--- config.mk ---
export PLATFORM = sky130hd
export DESIGN_NAME = apb_dual_master_arbiter_flat
export DESIGN_NICKNAME = d
export VERILOG_FILES = /design/src/rtl/apb_dual_master_arbiter_if.sv /design/src/rtl/apb_dual_master_arbiter.sv /design/src/flat_wrapper.sv
export SDC_FILE = /design/constraint.sdc
export NUM_CORES = 1
export LEC_CHECK = 0
export CAP_MARGIN = 20
export CORE_MARGIN = 3
export CORE_UTILIZATION = 35
export DETAILED_ROUTE_END_ITERATION = 8
export PLACE_DENSITY = 0.77
export SYNTH_ARGS = -nofsm -noshare
export SYNTH_HDL_FRONTEND = slang
export SYNTH_SLANG_ARGS = --single-unit
--- constraint.sdc ---
create_clock -name i_pclk -period 2.2 [get_ports i_pclk]
set_clock_uncertainty 0.05 [all_clocks]
set_input_delay 0.33 -clock i_pclk [delete_from_list [all_inputs] [get_ports i_pclk]]
set_output_delay 0.33 -clock i_pclk [all_outputs]
set_load 0.05 [all_outputs]
--- src/rtl/apb_dual_master_arbiter_if.sv ---
// apb_dual_master_arbiter_if: requester and APB3 bus signals for the dual-master arbiter
//   master modport: arbiter view (takes req/write/addr/wdata and prdata/pready/pslverr;
//                   drives ack/rdata/err/grant and psel/paddr/penable/pwrite/pwdata)
//   slave modport : environment view (requesters plus APB slave fabric)
interface apb_dual_master_arbiter_if;
    logic        req0, req1, write0, write1;
    logic [31:0] addr0, addr1, wdata0, wdata1;
    logic        ack0, ack1, err0, err1;
    logic [31:0] rdata0, rdata1;
    logic [1:0]  grant;
    logic [15:0] psel;
    logic [31:0] paddr, pwdata, prdata;
    logic        penable, pwrite, pready, pslverr;
    modport master (
        input  req0, req1, write0, write1, addr0, addr1, wdata0, wdata1, prdata, pready, pslverr,
        output ack0, ack1, err0, err1, rdata0, rdata1, grant, psel, paddr, penable, pwrite, pwdata
    );
    modport slave (
        output req0, req1, write0, write1, addr0, addr1, wdata0, wdata1, prdata, pready, pslverr,
        input  ack0, ack1, err0, err1, rdata0, rdata1, grant, psel, paddr, penable, pwrite, pwdata
    );
endinterface

--- src/rtl/apb_dual_master_arbiter.sv ---
// apb_dual_master_arbiter: round-robin sharing of one APB3 bus (16 one-hot slots) between two requesters
//   i_pclk    : clock, rising edge
//   i_presetn : asynchronous active-low reset
//   bus       : apb_dual_master_arbiter_if.master (requester ports 0/1 and APB master signals)
//   Optional macro APB_TIMEOUT_EN: ACCESS phase aborts with ERR after TIMEOUT_CYCLES not-ready cycles.
module apb_dual_master_arbiter #(
    parameter int SLOT_LSB       = 24,
    parameter int TIMEOUT_CYCLES = 255
) (
    input logic                       i_pclk,
    input logic                       i_presetn,
    apb_dual_master_arbiter_if.master bus
);
    typedef enum logic [1:0] {IDLE, SETUP, ACCESS, DONE} state_t;
    state_t      r_state, w_state;
    logic        r_last, w_last, r_pwrite, w_pwrite, r_err, w_err, w_win, w_ack0, w_ack1;
    logic [1:0]  r_grant, w_grant;
    logic [31:0] r_paddr, w_paddr, r_pwdata, w_pwdata, r_rdata, w_rdata;
    logic [3:0]  w_slot;
    if (TIMEOUT_CYCLES < 1 || TIMEOUT_CYCLES > 1023) begin : g_bad_timeout
        $error("TIMEOUT_CYCLES must be in 1..1023");
    end
`ifdef APB_TIMEOUT_EN
    localparam logic [9:0] TO_LIM = 10'(TIMEOUT_CYCLES - 1);
    logic [9:0] r_tcnt, w_tcnt;
`endif
    // r_last is the port served last; resetting it to 1 hands the first contended grant to port 0.
    always_ff @(posedge i_pclk or negedge i_presetn) begin
        if (!i_presetn) begin
            r_state  <= IDLE;
            r_last   <= 1'b1;
            r_grant  <= '0;
            r_paddr  <= '0;
            r_pwdata <= '0;
            r_pwrite <= 1'b0;
            r_rdata  <= '0;
            r_err    <= 1'b0;
`ifdef APB_TIMEOUT_EN
            r_tcnt   <= '0;
`endif
        end else begin
            r_state  <= w_state;
            r_last   <= w_last;
            r_grant  <= w_grant;
            r_paddr  <= w_paddr;
            r_pwdata <= w_pwdata;
            r_pwrite <= w_pwrite;
            r_rdata  <= w_rdata;
            r_err    <= w_err;
`ifdef APB_TIMEOUT_EN
            r_tcnt   <= w_tcnt;
`endif
        end
    end
    always_comb begin
        w_state  = r_state;
        w_last   = r_last;
        w_grant  = r_grant;
        w_paddr  = r_paddr;
        w_pwdata = r_pwdata;
        w_pwrite = r_pwrite;
        w_rdata  = r_rdata;
        w_err    = r_err;
`ifdef APB_TIMEOUT_EN
        w_tcnt   = r_tcnt;
`endif
        // Port 1 wins when alone, or when both ask and port 0 was served last.
        w_win    = bus.req1 & (~bus.req0 | ~r_last);
        case (r_state)
            IDLE: begin
                if (bus.req0 | bus.req1) begin
                    w_state  = SETUP;
                    w_last   = w_win;
                    w_grant  = w_win ? 2'b10 : 2'b01;
                    w_paddr  = w_win ? bus.addr1 : bus.addr0;
                    w_pwdata = w_win ? bus.wdata1 : bus.wdata0;
                    w_pwrite = w_win ? bus.write1 : bus.write0;
                end
            end
            SETUP: begin
                w_state = ACCESS;
`ifdef APB_TIMEOUT_EN
                w_tcnt  = '0;
`endif
            end
            ACCESS: begin
                if (bus.pready) begin
                    w_state = DONE;
                    w_rdata = r_pwrite ? '0 : bus.prdata;
                    w_err   = bus.pslverr;
                end
`ifdef APB_TIMEOUT_EN
                else if (r_tcnt == TO_LIM) begin
                    w_state = DONE;
                    w_rdata = '0;
                    w_err   = 1'b1;
                end else begin
                    w_tcnt = r_tcnt + 10'd1;
                end
`endif
            end
            DONE: begin
                w_state = IDLE;
                w_grant = '0;
            end
            default: w_state = IDLE;
        endcase
    end
    assign w_slot      = r_paddr[SLOT_LSB+3:SLOT_LSB];
    assign w_ack0      = (r_state == DONE) & r_grant[0];
    assign w_ack1      = (r_state == DONE) & r_grant[1];
    assign bus.psel    = (r_state == SETUP || r_state == ACCESS) ? 16'd1 << w_slot : '0;
    assign bus.penable = r_state == ACCESS;
    assign bus.paddr   = r_paddr;
    assign bus.pwdata  = r_pwdata;
    assign bus.pwrite  = r_pwrite;
    assign bus.grant   = r_grant;
    assign bus.ack0    = w_ack0;
    assign bus.ack1    = w_ack1;
    assign bus.rdata0  = w_ack0 ? r_rdata : '0;
    assign bus.rdata1  = w_ack1 ? r_rdata : '0;
    assign bus.err0    = w_ack0 & r_err;
    assign bus.err1    = w_ack1 & r_err;
endmodule

--- src/flat_wrapper.sv ---
// flat-port wrapper written by rule: the top's interface ports become plain ports
module apb_dual_master_arbiter_flat 
#(
    parameter int SLOT_LSB       = 24,
    parameter int TIMEOUT_CYCLES = 255
)
  (i_pclk, i_presetn, bus_req0, bus_req1, bus_write0, bus_write1, bus_addr0, bus_addr1, bus_wdata0, bus_wdata1, bus_prdata, bus_pready, bus_pslverr, bus_ack0, bus_ack1, bus_err0, bus_err1, bus_rdata0, bus_rdata1, bus_grant, bus_psel, bus_paddr, bus_penable, bus_pwrite, bus_pwdata);
  apb_dual_master_arbiter_if bus_i ();
  input logic i_pclk;
  input logic i_presetn;
  input wire logic [$bits(bus_i.req0)-1:0] bus_req0;
  input wire logic [$bits(bus_i.req1)-1:0] bus_req1;
  input wire logic [$bits(bus_i.write0)-1:0] bus_write0;
  input wire logic [$bits(bus_i.write1)-1:0] bus_write1;
  input wire logic [$bits(bus_i.addr0)-1:0] bus_addr0;
  input wire logic [$bits(bus_i.addr1)-1:0] bus_addr1;
  input wire logic [$bits(bus_i.wdata0)-1:0] bus_wdata0;
  input wire logic [$bits(bus_i.wdata1)-1:0] bus_wdata1;
  input wire logic [$bits(bus_i.prdata)-1:0] bus_prdata;
  input wire logic [$bits(bus_i.pready)-1:0] bus_pready;
  input wire logic [$bits(bus_i.pslverr)-1:0] bus_pslverr;
  output wire logic [$bits(bus_i.ack0)-1:0] bus_ack0;
  output wire logic [$bits(bus_i.ack1)-1:0] bus_ack1;
  output wire logic [$bits(bus_i.err0)-1:0] bus_err0;
  output wire logic [$bits(bus_i.err1)-1:0] bus_err1;
  output wire logic [$bits(bus_i.rdata0)-1:0] bus_rdata0;
  output wire logic [$bits(bus_i.rdata1)-1:0] bus_rdata1;
  output wire logic [$bits(bus_i.grant)-1:0] bus_grant;
  output wire logic [$bits(bus_i.psel)-1:0] bus_psel;
  output wire logic [$bits(bus_i.paddr)-1:0] bus_paddr;
  output wire logic [$bits(bus_i.penable)-1:0] bus_penable;
  output wire logic [$bits(bus_i.pwrite)-1:0] bus_pwrite;
  output wire logic [$bits(bus_i.pwdata)-1:0] bus_pwdata;
  assign bus_i.req0 = bus_req0;
  assign bus_i.req1 = bus_req1;
  assign bus_i.write0 = bus_write0;
  assign bus_i.write1 = bus_write1;
  assign bus_i.addr0 = bus_addr0;
  assign bus_i.addr1 = bus_addr1;
  assign bus_i.wdata0 = bus_wdata0;
  assign bus_i.wdata1 = bus_wdata1;
  assign bus_i.prdata = bus_prdata;
  assign bus_i.pready = bus_pready;
  assign bus_i.pslverr = bus_pslverr;
  assign bus_ack0 = bus_i.ack0;
  assign bus_ack1 = bus_i.ack1;
  assign bus_err0 = bus_i.err0;
  assign bus_err1 = bus_i.err1;
  assign bus_rdata0 = bus_i.rdata0;
  assign bus_rdata1 = bus_i.rdata1;
  assign bus_grant = bus_i.grant;
  assign bus_psel = bus_i.psel;
  assign bus_paddr = bus_i.paddr;
  assign bus_penable = bus_i.penable;
  assign bus_pwrite = bus_i.pwrite;
  assign bus_pwdata = bus_i.pwdata;
  apb_dual_master_arbiter #(.SLOT_LSB(SLOT_LSB), .TIMEOUT_CYCLES(TIMEOUT_CYCLES)) u_core (.i_pclk(i_pclk), .i_presetn(i_presetn), .bus(bus_i));
endmodule
# Yosys cells after proc, flatten, opt, wreduce, memory -nomap -nowiden
# Cells that the tools add are included.
# totals
reg_bits,103
input_bits,168
# classes
eq_ne,5
shift,1
mux,13
bitwise_logic,9
reduce_logical,7
# op_table
cell,count
two-way mux 32 bit,5
two-way mux 16 bit,1
<< shifter 1 x 4 -> 16 bit (first input constant),1
two-way mux 2 bit,4
one-hot mux 2 bit (4 select lines),1
AND reduction 2 bit,4
bitwise AND 1 bit,5
equality test 2 bit (second input constant),2
one-hot mux 2 bit (2 select lines),1
equality test 2 x 1 -> 1 bit (second input constant),1
logical NOT 2 bit,1
inequality test 2 x 1 -> 1 bit (second input constant),1
inequality test 2 bit (second input constant),1
inverter 1 bit,2
bitwise OR 1 bit,2
nonzero test 2 bit,1
logical OR 1 bit,1
two-way mux 1 bit,1

# Depth between registers and ports, before layout
# Gate-level depths: netlist of run 1.
# depth
ltp_word,6
mapped_depth,8
depth_no_buf,5

# Least setup slack after synthesis of run 1
# OpenSTA, ideal clock, no wires.
# synth_path
kind,flip-flop to output port
from,register u_core.r_state[0]
to,output bus_psel[0]
arrival_time_ps,2288
slack_ps,-468
path_stages_with_launch,5
n_path_buf,0
cell_sequence,dfrtp_1 -> inv_1 -> ha_1 -> or3b_2 -> nor3_1
# synth_between
elab_chain_len,3
word_cells_on_any_way,4
cone_classes,2 x eq/ne; 1 x mux; 1 x reduce/logical
# synth_rtl
element,line_no,rtl
start: declaration,apb_dual_master_arbiter.sv:15,"state_t r_state, w_state;"
start signal: assignment,apb_dual_master_arbiter.sv:42,r_state <= w_state;
equality test 2 x 1 -> 1 bit / equality test 2 bit (equally long branches),apb_dual_master_arbiter.sv:112,assign bus.psel = (r_state == SETUP || r_state == ACCESS) ? 16'd1 << w_slot : '0;
logical OR 1 bit *,apb_dual_master_arbiter.sv:112,
two-way mux 16 bit *,apb_dual_master_arbiter.sv:112,
end: declaration,flat_wrapper.sv:29,output wire logic [$bits(bus_i.psel)-1:0] bus_psel;
# Every way passes the cells marked *; elsewhere a longest branch is shown, timed or not.

# Worst setup path after layout of run 1
# layout_path
from,register u_core.r_state[1]
to,output bus_psel[0]
# The elaborated chain is that of the path after synthesis.

==> flow_summary.ini, run 1 <==
[run_status]
outcome = finished clean

[yosys]
synth.yosys.seq_area_share = 0.4950
avgSynthCellArea_um2 = 8.244
synth-edff-count = 0
yosysUniqueCellTypes = 29
synth_area_mm2 = 0.005210
netlist_top_cells_area = dfrtp_1 49%, nand2_1 12%, and3_1 7.9%
ys_async_sr_fraction = 1.000
ys_ff_latch = 103
synth_largest_area_cell = dfrtp_1
yosysMostFrequentCell = nand2_1
yosysTopAreaCellShare = 0.4899
netlist_instances = 632
yosys_warnings = 0
synthTopCellsByCount = 165 x nand2_1, 102 x dfrtp_1, 77 x nor2_1, 66 x and3_1, 65 x a31oi_1
synth_ff_type = dfrtp_1
synth_nets = 804

[floorplanning]
die_h_um = 128.0
die_w_um = 128.0
core_mm2 = 0.01420
initial_core_util = 0.3668
die-area_mm2 = 0.01639
row_count = 43
ioPinCount = 320

[worst_setup_path]
critPathKind = flop to primary output
cp-start-kind = flop
cp_data_required_time_ps = 1820
endpoint_kind = primary output
cp.arrival_ps = 1800
cp_max_fo = 4

[timing]
whs_ps = 445.0
fmax_mhz = 457.9
period_share = 0.9926
rsz0062_at_grt = true
fin_setup_tns_ps = 0
setup_ws_ps = 16.33
slew_headroom = 0.6234
worstMarginPinSlew_ps = 563.1
min_period_ps = 2184
slew_viol_final = 0
setup_viol = 0
hold_viol = 0

[cts]
cts.sinks = 103
clk_latency_ps = 340
cts_made_buffers = 9
cts_buffer_depth = 2
cts.htree.levels = 3
clockRootBuffer = clkbuf_16
clkTransAtPathRegs_ps = 70
tritoncts = yes

[final_layout]
num_antenna_cells = 0
n_fill_cell = 1056
instances_no_fill = 1119
seq_area_mm2 = 0.002579
design_area_mm2 = 0.009978
multi_input_area_mm2 = 0.002442
fin_nets = 1106
final_layout_size_suffix_gt1_frac = 0.1597
syn2layout_area_growth_pct = 91.52
utilization = 0.7025

[global_routing]
grt_first_pass_wirelength_mm = 28.75
grt_pass1_vias = 5492
grt_util_met2 = 0.3848
antenna_found_initial = 0
gr-total-overflow = 0
grt_use_met1 = 0.2539
grt_use_total = 0.2217
grt_max_degree = 66
use_met3 = 0.07417
grt_busiest_layer = met2

[power_and_ir_drop]
ir_worst_vdd_mv = 0.9477
power.density_mw_per_mm2 = 1324
finalPower_mw = 13.21
p_leak_nw = 4.363

[place]
dpl_cell_area_mm2 = 0.009583
place.gp.congestion = 0.8498
io_buffers = 319
dp_hpwl_mm = 13.95
placed_cells = 1097
dp_slack_ps = 92.34

[routing]
routed_wl_mm = 18.38
ant_nets = 0
first_iter_violations = 269
drc_errors = 0
num_vias = 5586
vias_per_cell = 4.992
wl_per_cell_um = 16.43
dr.pass1.iters = 4

[job]
cap_viol_max_count = 0

[hold_path]
holdCritPathClass = flop to flop
## final timing paths
path	startpoint	endpoint	slack (ps)	cells past startpoint
worst min register to register	u_core.r_rdata[23]	u_core.r_rdata[23]	440	2
worst max-delay path	u_core.r_state[1]	bus_psel[0]	20	5
max in group asynchronous	i_presetn	u_core.r_last	970	3
min in group asynchronous	i_presetn	u_core.r_rdata[23]	450	2
worst min-delay path	u_core.r_rdata[23]	u_core.r_rdata[23]	440	2
worst max register to register	u_core.r_state[0]	u_core.r_rdata[7]	600	7
## registers in the layout, indices dropped and copies added, names as in the netlist
| signal | flops |
|---|---|
| u_core.bus.paddr | 32 |
| u_core.r_last | 1 |
| u_core.bus.pwdata | 32 |
| u_core.bus.grant | 2 |
| u_core.bus.pwrite | 1 |
| u_core.r_rdata | 32 |
| u_core.r_state | 2 |
| u_core.r_err | 1 |
## where the power goes
group / total, mW / internal [mW] / leakage (nW) / switching, mW
combinational: 8.10 / 3.13 / 3.00 / 4.97
clock: 1.65 / 0.950 / 0.147 / 0.705
sequential: 3.46 / 2.84 / 1.22 / 0.618
total: 13.2 / 6.92 / 4.36 / 6.29
## area by class of cell
cell class / count / area share
Clock inverter: 2 / 0.003887
Inverter: 3 / 0.001129
Sequential cell: 103 / 0.2584
Tap cell: 180 / 0.02257
Multi-Input combinational cell: 472 / 0.2448
Clock buffer: 14 / 0.02646
Timing Repair Buffer: 345 / 0.4428
## critical path: stages, from the launching register on
cell	delay [ps]
dfrtp_1	370
inv_2	60
ha_4	260
or3b_4	430
nor3_4	170
buf_12	160
## layer usage
layer | vias up | routed length [um] | share of wire
li1 | 2718 | - | -
met1 | 2584 | 6895 | 0.38
met5 | - | 0 | 0
met4 | 0 | 512 | 0.028
met2 | 252 | 9188 | 0.50
met3 | 32 | 1784 | 0.097
## kinds of logic (layout without fill, tap and decap cells)
family / after synthesis / after routing / share of synthesized area
adder cells (fa/ha/maj): 4 / 4 / 0.009607
multiplexers: 3 / 3 / 0.006244
AND/OR/NAND/NOR: 358 / 358 / 0.3139
flip-flops: 103 / 103 / 0.4950
buffers and inverters: 57 / 364 / 0.05235
AO/OA/AOI/OAI: 107 / 107 / 0.1230
## placed cells by master (no fill, tap or decap), types with 2 or more instances in the layout
master / instances
a31oi_1: 65
buf_12: 100
buf_4: 14
and2_1: 3
nor3_2: 3
nand2_1: 164
mux2_2: 2
inv_2: 2
clkbuf_1: 3
nor2_2: 7
nand2b_1: 36
clkbuf_16: 9
and3_1: 66
nor3b_1: 2
clkdlybuf4s50_1: 229
o21ai_0: 33
nand3b_1: 2
clkbuf_8: 2
ha_1: 3
a21oi_1: 4
nor2_1: 69
dfrtp_1: 102
## what timing repair did
| action | CTS | global route |
|---|---|---|
| cloned | 0 | 0 |
| setup buffers | 5 | 0 |
| endpoints found under the hold margin | 32 | 0 |
| setup endpoints to repair | 4 | 11 |
| pin swaps | 2 | 1 |
| hold buffers | 1 | 0 |
| gates resized for setup | 10 | 5 |
Power figures use the tool's default switching activity.
==> inputs of run 2 (changes only) <==
--- a/config.mk
+++ b/config.mk
@@ -8,8 +8,10 @@
 export CAP_MARGIN = 20
 export CORE_MARGIN = 3
 export CORE_UTILIZATION = 35
+export CTS_BUF_LIST = sky130_fd_sc_hd__clkbuf_4
 export DETAILED_ROUTE_END_ITERATION = 8
 export PLACE_DENSITY = 0.77
+export RECOVER_POWER = 25
 export SYNTH_ARGS = -nofsm -noshare
 export SYNTH_HDL_FRONTEND = slang
 export SYNTH_SLANG_ARGS = --single-unit
==> run 2 against run 1 <==
  * The run now ends with setup timing left
  * Final cell count increased by 0.63%
  * Combinational power grew 6.4%
  * Via count is 3.1% higher
  * Hold slack worse by 110 ps
  * Sequential power is 1% higher
  * Maximum frequency is 8.4% lower
==> flow_summary.ini, run 2 (synthesis results as in run 1) <==
[cts]
tritoncts = yes
clk_latency_ps = 480
cts_buffer_depth = 2
cts.sinks = 103
cts_made_buffers = 9
clkTransAtPathRegs_ps = 160
cts.htree.levels = 3
clockRootBuffer = clkbuf_4

[routing]
drc_errors = 0
routed_wl_mm = 19.70
num_vias = 5758
wl_per_cell_um = 17.50
ant_nets = 0
vias_per_cell = 5.114
dr.pass1.iters = 5
first_iter_violations = 252

[final_layout]
fin_nets = 1112
design_area_mm2 = 0.01019
final_layout_size_suffix_gt1_frac = 0.2169
syn2layout_area_growth_pct = 95.58
utilization = 0.7174
final_cell_mix = 227 x clkdlybuf4s50_1, 164 x nand2_1, 101 x dfrtp_1
multi_input_area_mm2 = 0.002731
seq_area_mm2 = 0.002580
n_fill_cell = 980
layout_commonest_cell = clkdlybuf4s50_1

[timing]
hold_viol = 0
rsz0062_at_grt = true
fmax_mhz = 419.7
setup_ws_ps = -182.7
slew_headroom = 0.3488
setup_viol = 13
period_share = 1.083
slew_viol_final = 0
min_period_ps = 2383
worstMarginPinSlew_ps = 976.8

[run_status]
outcome = finished with violations
violations = setup timing

[power_and_ir_drop]
p_seq_frac = 0.266
p_leak_nw = 4.262
pwr-share-clk = 0.078
p_comb_frac = 0.656
ir_worst_vdd_mv = 0.9443
switching_share = 0.5001
power.density_mw_per_mm2 = 1290
p_switching_mw = 6.575
intPower_mw = 6.571

[place]
place.gp.congestion = 0.8498
io_buffers = 319
dpl_cell_area_mm2 = 0.009583
dp_hpwl_mm = 13.95
dp_slack_ps = 92.34

[global_routing]
antenna_found_initial = 1
grt_pass1_vias = 5568
grt_use_total = 0.2263
grt_max_degree = 57
gr-total-overflow = 0
grt_first_pass_wirelength_mm = 29.20

[worst_setup_path]
timing.critical_path.buf_inv = 2
endpoint_kind = primary output
r2r_cells = 8
critPathKind = flop to primary output
crit_path_max_incr_delay_ps = 440
cpMaxStageDelayCell = or3b_4
crit_chain = inv_2 > ha_4 > or3b_4 > nor2_2 > buf_12
path_delay_family = simple AND/OR/NAND/NOR gates
cp_data_required_time_ps = 1820
cp-start-kind = flop
cp_max_fo = 4
cp.arrival_ps = 2000
cp_num_cells = 5

[floorplanning]
initial_core_util = 0.3668
row_count = 43
core_mm2 = 0.01420
die-area_mm2 = 0.01639
ioPinCount = 320
die_h_um = 128.0
die_w_um = 128.0

[hold_path]
hold_path_depth = 3
holdCritPathClass = primary input to flop

[job]
cap_viol_max_count = 0
==> run 2: path summary, 6_finish.rpt <==
| path | startpoint | endpoint | slack (ps) |
|---|---|---|---|
| setup / recovery | u_core.r_state[1] | bus_psel[8] | -180 |
| hold / removal | bus_addr0[30] | u_core.bus.paddr[30] | 330 |
| setup reg to reg | u_core.r_state[0] | u_core.r_rdata[17] | 450 |
| hold reg to reg | u_core.r_rdata[9] | u_core.r_rdata[9] | 470 |
| max in group asynchronous | i_presetn | u_core.r_rdata[15] | 770 |
| min in group asynchronous | i_presetn | u_core.r_rdata[23] | 470 |
==> run 2: per-stage QoR <==
stage | TNS [ps] | power, mW | hold slack [ps] | instances
after floorplan | -317.4 | 8.255 | -15.59 | 632
after global placement | 0 | 11.32 | 270.7 | 1097
after detailed placement | 0 | 11.46 | 280.6 | 1097
after CTS | -1216 | 12.82 | 274.6 | 1122
after global routing | -3996 | 13.89 | 314.4 | 1126
final | -1337 | 13.15 | 331.0 | 1126
==> run 2: timing repair <==
item | 4_1_cts | 5_1_grt
setup buffers | 7 | 2
endpoints found under the hold margin | 32 | 0
pin swaps | 8 | 3
cloned | 1 | 2
setup endpoints to repair | 20 | 53
hold buffers | 1 | 0
resized for setup | 31 | 50
==> run 2: layout make-up <==
type / instances / share of cell area
antenna: 1 / 0.0002456
sequential: 103 / 0.2532
multi-input combinational: 472 / 0.2680
timing repair buffer: 351 / 0.4419
clock buffer: 12 / 0.008841
inverter: 3 / 0.001105
clock inverter: 4 / 0.004543
tap: 180 / 0.02210
==> run 2: worst reg2reg max path, stage by stage (launching register included) <==
cell	delay [ps]
dfrtp_1	390
inv_2	60
buf_4	120
buf_4	130
ha_1	260
nand2_2	200
buf_12	250
nand2_1	110
o21ai_0	100
==> run 2: routing by layer <==
layer,wire length (um),global-route usage,vias up
li1,-,-,2737
met1,7325,0.2580,2720
met2,10020,0.3925,264
met3,1720,0.06958,37
met4,633,0.09551,0
met5,0,0,-
==> run 2: power groups by stage <==
stage	clock network [mW]	registers, mW	logic, mW
after floorplan	0	5.51	2.75
after global placement	0	3.44	7.88
after detailed placement	0	3.49	7.97
after CTS	1.05	3.45	8.32
after global routing	1.12	3.62	9.16
final	1.03	3.50	8.62
==> inputs of run 3 (changes only) <==
--- a/config.mk
+++ b/config.mk
@@ -11,7 +11,7 @@
 export CTS_BUF_LIST = sky130_fd_sc_hd__clkbuf_4
 export DETAILED_ROUTE_END_ITERATION = 8
 export PLACE_DENSITY = 0.77
-export RECOVER_POWER = 25
+export RECOVER_POWER = 50
 export SYNTH_ARGS = -nofsm -noshare
 export SYNTH_HDL_FRONTEND = slang
 export SYNTH_SLANG_ARGS = --single-unit
==> run 3 against run 2 <==
  * The run still ends with setup timing left
  * Hold slack unchanged
  * Sequential share of layout area unchanged
  * Maximum frequency stayed put
  * Design area unchanged
==> flow_summary.ini, run 3 (synthesis results as in run 1) <==
[worst_setup_path]
crit_chain = inv_2 > ha_4 > or3b_4 > nor2_2 > buf_12
cp_data_required_time_ps = 1820
r2r_cells = 8
critPathKind = flop to primary output
timing.critical_path.buf_inv = 2
endpoint_kind = primary output
cp-start-kind = flop
rrSetupSlack_ps = 450
path_delay_family = simple AND/OR/NAND/NOR gates
crit_path_start = u_core.r_state[1]
crit_path_max_incr_delay_ps = 440
cp_max_fo = 4
cpMaxStageDelayCell = or3b_4
worstReg2RegStart = u_core.r_state[0]
cp.arrival_ps = 2000
r2r_end = u_core.r_rdata[17]

[power_and_ir_drop]
power.density_mw_per_mm2 = 1290
ir_worst_vdd_mv = 0.9443
p_leak_nw = 4.262

[global_routing]
gr-total-overflow = 0
grt_first_pass_wirelength_mm = 29.20
antenna_found_initial = 1
grt_max_degree = 57
grt_pass1_vias = 5568
grt_use_total = 0.2263

[cts]
cts_made_buffers = 9
cts_buffer_depth = 2
clockRootBuffer = clkbuf_4
clk_latency_ps = 480
clkTransAtPathRegs_ps = 160
tritoncts = yes
cts.htree.levels = 3
cts.sinks = 103

[floorplanning]
die_w_um = 128.0
core_mm2 = 0.01420
ioPinCount = 320
row_count = 43
initial_core_util = 0.3668
die_h_um = 128.0
die-area_mm2 = 0.01639

[place]
dpl_cell_area_mm2 = 0.009583
dp_slack_ps = 92.34
io_buffers = 319
placed_cells = 1097
place.gp.congestion = 0.8498
dp_hpwl_mm = 13.95

[timing]
fmax_mhz = 419.7
slew_headroom = 0.3488
min_period_ps = 2383
rsz0062_at_grt = true
setup_ws_ps = -182.7
hold_viol = 0
period_share = 1.083
setup_viol = 13
slew_viol_final = 0
worstMarginPinSlew_ps = 976.8

[final_layout]
syn2layout_area_growth_pct = 95.58
final_layout_size_suffix_gt1_frac = 0.2169
final_cell_mix = 227 x clkdlybuf4s50_1, 164 x nand2_1, 101 x dfrtp_1
fin_nets = 1112
design_area_mm2 = 0.01019
instances_no_fill = 1126
n_fill_cell = 980
layout_commonest_cell = clkdlybuf4s50_1

[routing]
ant_nets = 0
drc_errors = 0
wl_per_cell_um = 17.50
vias_per_cell = 5.114
num_vias = 5758
routed_wl_mm = 19.70
first_iter_violations = 252
dr.pass1.iters = 5

[job]
cap_viol_max_count = 0

[run_status]
outcome = finished with violations
violations = setup timing

[hold_path]
hold_end = u_core.bus.paddr[30]
holdCritPathClass = primary input to flop
hold_path_depth = 3
hold_start = bus_addr0[30]
[run 3: worst max-delay path by stage]
stage | endpoint | depth (start not counted)
final | bus_psel[8] | 5
after global routing | bus_psel[8] | 5
after CTS | bus_psel[0] | 5
after detailed placement | bus_psel[4] | 5
after global placement | bus_psel[4] | 5
after floorplan | bus_psel[4] | 4
[run 3: report_power, final]
group          internal, mW  switching (mW)  leakage (nW)
combinational          3.36            5.26          2.97
clock                 0.382           0.648        0.0766
sequential             2.83           0.669          1.22
[run 3: layout make-up]
class / instances / area [um^2] / area share
diodes: 1 / 2.502 / 0.0002456
clock buffers: 12 / 90.09 / 0.008841
clock inverters: 4 / 46.29 / 0.004543
inverters: 3 / 11.26 / 0.001105
multi-input cells: 472 / 2731 / 0.2680
flip-flops and latches: 103 / 2580 / 0.2532
well taps: 180 / 225.2 / 0.02210
repair buffers: 351 / 4503 / 0.4419
[run 3: timing repair]
| action | 4_1_cts | 5_1_grt |
|---|---|---|
| gates resized for setup | 31 | 50 |
| pin swaps | 8 | 3 |
| setup buffers | 7 | 2 |
| endpoints found under the hold margin | 32 | 0 |
| endpoints found under the setup margin | 20 | 53 |
| hold buffers | 1 | 0 |
| gates cloned | 1 | 2 |
[run 3: stage by stage]
stage / utilization / setup TNS [ps] / total power, mW / hold slack [ps]
floorplan: - / -317.4 / 8.255 / -15.59
global placement: 0.6747 / 0 / 11.32 / 270.7
detailed placement: 0.6747 / 0 / 11.46 / 280.6
CTS: 0.6973 / -1216 / 12.82 / 274.6
global route: 0.7174 / -3996 / 13.89 / 314.4
finish: 0.7174 / -1337 / 13.15 / 331.0
[run 3: metal layers]
layer | share of wire | track usage | wire length, um | vias to the layer above
met4 | 0.032 | 0.09551 | 633 | 0
met1 | 0.37 | 0.2580 | 7325 | 2720
li1 | - | - | - | 2737
met3 | 0.087 | 0.06958 | 1720 | 37
met5 | 0 | 0 | 0 | -
met2 | 0.51 | 0.3925 | 10020 | 264
[run 3: worst reg2reg max path: stages (launching register included)]
cell	delay, ps
dfrtp_1	390
inv_2	60
buf_4	120
buf_4	130
ha_1	260
nand2_2	200
buf_12	250
nand2_1	110
o21ai_0	100
